--- src/rtl/lab2_truth_table_sweeper.sv ---
// lab2_truth_table_sweeper: drives {w,x} through 00,01,10,11, captures y_in per vector, grades against EXPECTED.
// Ports: clk/rst_n (async active-low), start (sampled in IDLE), y_in (returned y),
// w/x (stimulus), busy, done (1-cycle pulse), table_out[3:0], pass,
// err_count[7:0] only when LAB2_SWEEP_ERRCNT_EN is defined (saturating failed-sweep count).
module lab2_truth_table_sweeper #(
  parameter int         DWELL    = 4,
  parameter logic [3:0] EXPECTED = 4'b1110
) (
  input  logic       clk,
  input  logic       rst_n,
  input  logic       start,
  input  logic       y_in,
  output logic       w,
  output logic       x,
  output logic       busy,
  output logic       done,
  output logic [3:0] table_out,
  output logic       pass
`ifdef LAB2_SWEEP_ERRCNT_EN
  ,
  output logic [7:0] err_count
`endif
);
  localparam int CW = $clog2(DWELL + 1);
  typedef enum logic [1:0] {IDLE, DRIVE, DONE} state_e;
  state_e        state_q, state_d;
  logic [1:0]    idx_q, idx_d;
  logic [CW-1:0] cnt_q, cnt_d;
  logic          w_q, w_d, x_q, x_d, busy_q, busy_d, done_q, done_d, pass_q, pass_d;
  logic [3:0]    table_q, table_d;
  logic          last;
  assign last = cnt_q == CW'(DWELL - 1);
  always_comb begin
    state_d = state_q;
    idx_d   = idx_q;
    cnt_d   = cnt_q;
    busy_d  = busy_q;
    done_d  = 1'b0;
    table_d = table_q;
    pass_d  = pass_q;
    case (state_q)
      IDLE: if (start) begin
        state_d = DRIVE;
        table_d = '0;
        pass_d  = 1'b0;
        idx_d   = '0;
        cnt_d   = '0;
        busy_d  = 1'b1;
      end
      DRIVE: if (last) begin
        // y_in is only trusted on the final dwell cycle of each vector
        table_d[idx_q] = y_in;
        cnt_d          = '0;
        if (idx_q == 2'd3) begin
          state_d = DONE;
          busy_d  = 1'b0;
          done_d  = 1'b1;
          pass_d  = table_d == EXPECTED;
        end else idx_d = idx_q + 2'd1;
      end else cnt_d = cnt_q + CW'(1);
      DONE: state_d = IDLE;
      default: state_d = IDLE;
    endcase
    // stimulus registered from next state so w,x are zero outside DRIVE
    w_d = (state_d == DRIVE) & idx_d[1];
    x_d = (state_d == DRIVE) & idx_d[0];
  end
  always_ff @(posedge clk or negedge rst_n) begin
    if (!rst_n) begin
      state_q <= IDLE;
      idx_q   <= '0;
      cnt_q   <= '0;
      w_q     <= 1'b0;
      x_q     <= 1'b0;
      busy_q  <= 1'b0;
      done_q  <= 1'b0;
      table_q <= '0;
      pass_q  <= 1'b0;
    end else begin
      state_q <= state_d;
      idx_q   <= idx_d;
      cnt_q   <= cnt_d;
      w_q     <= w_d;
      x_q     <= x_d;
      busy_q  <= busy_d;
      done_q  <= done_d;
      table_q <= table_d;
      pass_q  <= pass_d;
    end
  end
  assign w         = w_q;
  assign x         = x_q;
  assign busy      = busy_q;
  assign done      = done_q;
  assign table_out = table_q;
  assign pass      = pass_q;
`ifdef LAB2_SWEEP_ERRCNT_EN
  logic [7:0] err_q, err_d;
  // counts on entry to DONE so the new value is visible during the done pulse
  always_comb err_d = (state_q == DRIVE && state_d == DONE && table_d != EXPECTED && err_q != 8'hff) ? err_q + 8'd1 : err_q;
  always_ff @(posedge clk or negedge rst_n) begin
    if (!rst_n) err_q <= '0;
    else err_q <= err_d;
  end
  assign err_count = err_q;
`endif
endmodule

--- config.mk ---
export PLATFORM = sky130hd
export DESIGN_NAME = lab2_truth_table_sweeper
export DESIGN_NICKNAME = d
export VERILOG_FILES = /design/src/rtl/lab2_truth_table_sweeper.sv
export SDC_FILE = /design/constraint.sdc
export NUM_CORES = 1
export LEC_CHECK = 0
export BUFFER_PORTS_ARGS = -buffer_cell sky130_fd_sc_hd__buf_2
export CORE_MARGIN = 10
export CORE_UTILIZATION = 56
export CTS_BUF_LIST = sky130_fd_sc_hd__clkbuf_8
export CTS_CLUSTER_SIZE = 14
export DETAILED_ROUTE_END_ITERATION = 8
export GPL_ROUTABILITY_DRIVEN = 0
export GPL_TIMING_DRIVEN = 0
export HOLD_SLACK_MARGIN = 0.05
export MAX_ROUTING_LAYER = met4
export PLACE_DENSITY = 0.89
export SLEW_MARGIN = 20
export SYNTH_ARGS = -nofsm -noshare
export SYNTH_HDL_FRONTEND = slang
export SYNTH_SLANG_ARGS = --single-unit
--- constraint.sdc ---
create_clock -name clk -period 1.45 [get_ports clk]
set_input_delay 0.2175 -clock clk [delete_from_list [all_inputs] [get_ports clk]]
set_output_delay 0.2175 -clock clk [all_outputs]
set_load 0.005 [all_outputs]
# After elaboration in Yosys (flattened, before gate mapping)
# Cells that the tools add are included.
[totals]
latch_bits = 0
in_bits = 4
wordCells = 57
out_inout_bits = 9
mem_bits_ro = 0
n_memories = 0
mem_bits_rw = 0
reg_bits = 16
[classes]
div = 0
magnitude_cmp = 2
n_reduce_logical = 6
n_addsub = 2
shift = 0
bitwise = 2
eq_ne = 8
multipliers = 0
muxes = 28
[op_table]
columns = ["cell", "n"]
rows = [
  ["2-bit 2-to-1 mux", 6],
  ["1-bit 2-to-1 mux", 10],
  ["4-bit 2-to-1 mux", 2],
  ["2-bit case mux with 2 select lines", 2],
  ["4-bit case mux with 2 select lines", 1],
  ["3-bit 2-to-1 mux", 2],
  ["2-bit inequality test, second input constant", 3],
  ["3-bit case mux with 2 select lines", 1],
  ["4-bit bitwise mux", 1],
  ["2-bit by 1-bit equality test with 1-bit output, second input constant", 2],
  ["4-bit equality test, second input constant", 1],
  ["1-bit case mux with 2 select lines", 2],
  ["4-bit AND reduction", 1],
  ["3-bit by 1-bit adder with 3-bit output, second input constant", 1],
  ["3-bit by 2-bit equality test with 1-bit output, second input constant", 1],
  ["2-bit by 3-bit < comparator with 1-bit output, second input constant", 1],
  ["3-bit AND reduction", 1],
  ["2-bit by 1-bit adder with 2-bit output, second input constant", 1],
  ["1-bit bitwise AND", 2],
  ["1-bit demux with 2-bit select", 1],
  ["2-bit equality test, second input constant", 1],
  ["2-bit by 1-bit greater-or-equal comparator with 1-bit output, second input constant", 1],
  ["2-bit zero test", 1],
  ["2-bit AND reduction", 1],
  ["other kinds (2)", 2],
]

# Longest topological paths before layout
[logic_depth]
ltp_word = 9
ltp_mapped = 4

# Worst setup path after synthesis
# Ideal clock, no wire load.
[synth_timing]
kind = "register -> register"
startpoint = "register cnt_q[0]"
endpoint = "register table_q[1] (netlist: table_out[1])"
period_less_slack_ps = 1269
n_path_buf = 0
path_stages_with_launch = 5
path_slack_ps = 181
t_arrival_ps = 1145
cell_sequence = "dfrtp_1 -> ha_1 -> and4bb_4 -> nor2_1 -> a211o_1"
[synth_between]
elab_chain_cells = 3
[synth_lines]
columns = ["item", "line_no", "rtl"]
rows = [
  ["start, declared", "28", "logic [CW-1:0] cnt_q, cnt_d;"],
  ["start signal, assigned", "82", "cnt_q <= cnt_d;"],
  ["3-bit by 2-bit equality test with 1-bit output", "32", "assign last = cnt_q == CW'(DWELL - 1);"],
  ["2-bit inequality test (no source line)", "-", ""],
  ["3-bit AND reduction (no source line)", "-", ""],
  ["end signal, assigned", "87", "table_q <= table_d;"],
  ["end, declared", "30", "logic [3:0] table_q, table_d;"],
]
# Every way passes these cells.
# A chain may end at the register's enable or synchronous reset.

# Worst setup path after layout
[layout_timing]
startpoint = "register state_q[1]"
endpoint = "register table_q[1] (netlist: table_out[1])"
[layout_between]
elab_chain_cells = 3
[layout_lines]
columns = ["item", "line_no", "rtl"]
rows = [
  ["start, declared", "26", "state_e state_q, state_d;"],
  ["start signal, assigned", "80", "state_q <= state_d;"],
  ["2-bit by 1-bit equality test with 1-bit output / 2-bit zero test (equally long branches)", "41", "case (state_q)"],
  ["2-bit inequality test (no source line) / 2-bit nonzero test (equally long branches)", "-", ""],
  ["3-bit AND reduction (no source line)", "-", ""],
]
# Parallel ways exist; a longest one is shown, timed or not.

==> impl_metrics.yaml <==
run_status:
  status: "complete, no violations"
placed_design:
  placed_cells: 99
  hpwl_mm: 1.28
  io_buffers: 12
final_layout:
  finalNonFillerCells: 103
  diodes: 0
  seq_area_sq_um: 400
  syn2layout_area_growth_pct: 17.6
  multi_input_area_sq_um: 334
  drive_above_1_share: 0.239
  fillers: 102
  final_cell_mix: "dfrtp_1, buf_2, o21ai_0, nor2_1, a21oi_1"
  final_common_cell: "dfrtp_1"
  finalNetCount: 95
setup_path:
  worstSetupEndpointType: "flip-flop"
  cp_data_arrival_time_ps: 1530
  cp_max_fo: 9
  critPathRequiredTime_ps: 1590
  timing_worst_setup_path_type: "flip-flop to flip-flop"
  start_kind: "flip-flop"
synth:
  synthSimpleGateAreaFrac: 0.194
  synth_top_area_frac: 0.523
  syn_nets: 77
  synth_top_family_by_area: "simple AND/OR/NAND/NOR gates"
  synth_cells: 72
  netlist_area_sq_um: 766
  synth_top_cell_by_area: "dfrtp_1"
  synthAdderAreaFrac: 0.0163
  synth-compound-area-share: 0.183
  synth.area.mux_share: 0.0131
  synth_seq_area_share: 0.523
  synth.distinct_cells: 30
  synth_top_cells_by_area: "dfrtp_1, o21ai_0, o2bb2ai_1"
  yosys_warnings: 0
  synth-xor-area-share: 0.0229
  ys_ff_latch: 16
  syn_area_per_cell_sq_um: 10.6
global_routing:
  overflow: 0
  grt_pass1_vias: 610
  grt_pass1_wl_mm: 2.86
  grt_max_degree: 17
  grt.total_usage: 0.111
  antenna_found_initial: 0
floorplan:
  row_count: 13
  fp.dieH_um: 57.0
  start_util: 0.588
  die_w_um: 57.0
  coreArea_sq_um: 1300
  io-pin-count: 13
  dieArea_sq_um: 3250
clock_tree:
  cts_buffers: 3
  cts-root-buf: "clkbuf_8"
  cts.sinks: 16
  clk_latency_ps: 250
  clockBufferDepth: 2
  cts.reportedPaths.clkPinSlew_ps: 60
  htree_num_levels: 1
  tritoncts: "yes"
routing:
  drtIter0Drc: 23
  drcViolationCount: 0
  wl_mm: 1.76
  via_count: 630
  via_per_inst: 6.12
  antenna_left: 0
  firstDrtPassIters: 4
  wl_per_cell_um: 17.0
sta:
  hold_viol: 0
  fmax_mhz: 715
  setup_viol: 0
  fin_crit_ps: 1400
  rsz0062_at_grt: "false"
  slew_violations: 0
  max_slew.worst_pin.slew_ps: 437
  finalCritPeriodShare: 0.964
  relSlewSlack: 0.708
  skew_ps: 0.954
  fin_setup_tns_ps: 0
power:
  p_leak_nw: 0.409
  vdd_drop_max_v: 0.00122
  p_per_area_nw_per_um2: 2200
min_path:
  min_path_type: "primary input to flip-flop"
flow_run:
  drv_cap: 0
flip-flops by register name, indices dropped and copies added (netlist names):
| signal | flops |
|---|---|
| state_q | 2 |
| cnt_q | 3 |
| idx_q | 2 |
| table_out | 4 |
| w | 1 |
| done | 1 |
| pass | 1 |
| x | 1 |
| busy | 1 |
logic make-up (layout without fill, tap and decap cells):
| group | count (synthesis) | count (layout) |
|---|---|---|
| simple gates | 23 | 23 |
| flops | 16 | 16 |
| mux | 1 | 1 |
| xor+xnor | 2 | 2 |
| buf+inv | 7 | 23 |
| fa+ha+maj | 1 | 1 |
| compound gates | 22 | 22 |
synthesized netlist by cell type, drive strengths merged:
master	instances
ha	1
nand3	1
nand3b	2
a211o	1
o2bb2ai	3
a22o	1
o21ai	7
mux2i	1
buf	3
o31ai	1
nor4b	1
o21bai	1
nor2b	2
o21a	1
nor3b	1
o22ai	1
dfrtp	16
inv	4
a21oi	5
nand2	2
xnor2	2
and2b	1
and4bb	1
nand2b	3
a211oi	1
and4b	1
nand4b	2
nor2	6
area by class of cell:
| cell class | instances | area share |
|---|---|---|
| Sequential cell | 16 | 0.444 |
| Multi-Input combinational cell | 49 | 0.371 |
| Timing Repair Buffer | 13 | 0.0778 |
| Clock buffer | 3 | 0.0458 |
| Buffer | 3 | 0.0236 |
| Tap cell | 15 | 0.0208 |
| Inverter | 4 | 0.0167 |
worst paths after layout:
path	depth (start not counted)	slack, ps	endpoint	from
max	4	50	table_out[1]	state_q[1]
min	3	280	table_out[3]	y_in
max reg2reg	4	50	table_out[1]	state_q[1]
min reg2reg	1	510	cnt_q[0]	cnt_q[0]
max in group asynchronous	2	790	x	rst_n
min in group asynchronous	2	400	idx_q[0]	rst_n
critical path: stages, from the launching register on:
cell	delay, ps
dfrtp_1	380
buf_6	130
nor3b_1	380
nor2_1	90
a211o_1	300
routing by layer:
| metal | up-vias | global-route usage | wire [um] |
|---|---|---|---|
| met5 | - | - | 0 |
| met4 | 0 | 0.0604 | 63 |
| met3 | 7 | 0.0310 | 123 |
| met2 | 27 | 0.175 | 854 |
| met1 | 304 | 0.124 | 713 |
| li1 | 292 | - | - |
power breakdown:
| part | internal [mW] | switching [mW] | leakage [nW] | total [mW] |
|---|---|---|---|---|
| clock | 0.184 | 0.149 | 0.0216 | 0.333 |
| combinational | 0.405 | 0.486 | 0.191 | 0.891 |
| sequential | 0.625 | 0.133 | 0.196 | 0.759 |
| total | 1.21 | 0.769 | 0.409 | 1.98 |
metrics by stage:
| stage | hold slack [ps] | power (mW) | area [sq um] | util | worst slack [ps] |
|---|---|---|---|---|---|
| after floorplan | -78.1 | 1.35 | 766 | - | 181 |
| after global placement | 139 | 1.57 | 845 | 0.649 | 80.8 |
| after detailed placement | 147 | 1.64 | 845 | 0.649 | 41.9 |
| after CTS | 272 | 1.97 | 896 | 0.688 | 29.4 |
| after global routing | 295 | 2.11 | 901 | 0.692 | 7.04 |
| final | 282 | 1.98 | 901 | 0.692 | 51.8 |
timing repair:
action / in CTS / in global routing
buffers inserted: 0 / 0
hold buffers: 1 / 0
resized for setup: 0 / 2
setup endpoints to repair: 0 / 4
hold endpoints to repair: 16 / 0
Note: power is estimated with default switching activity, not from simulation.
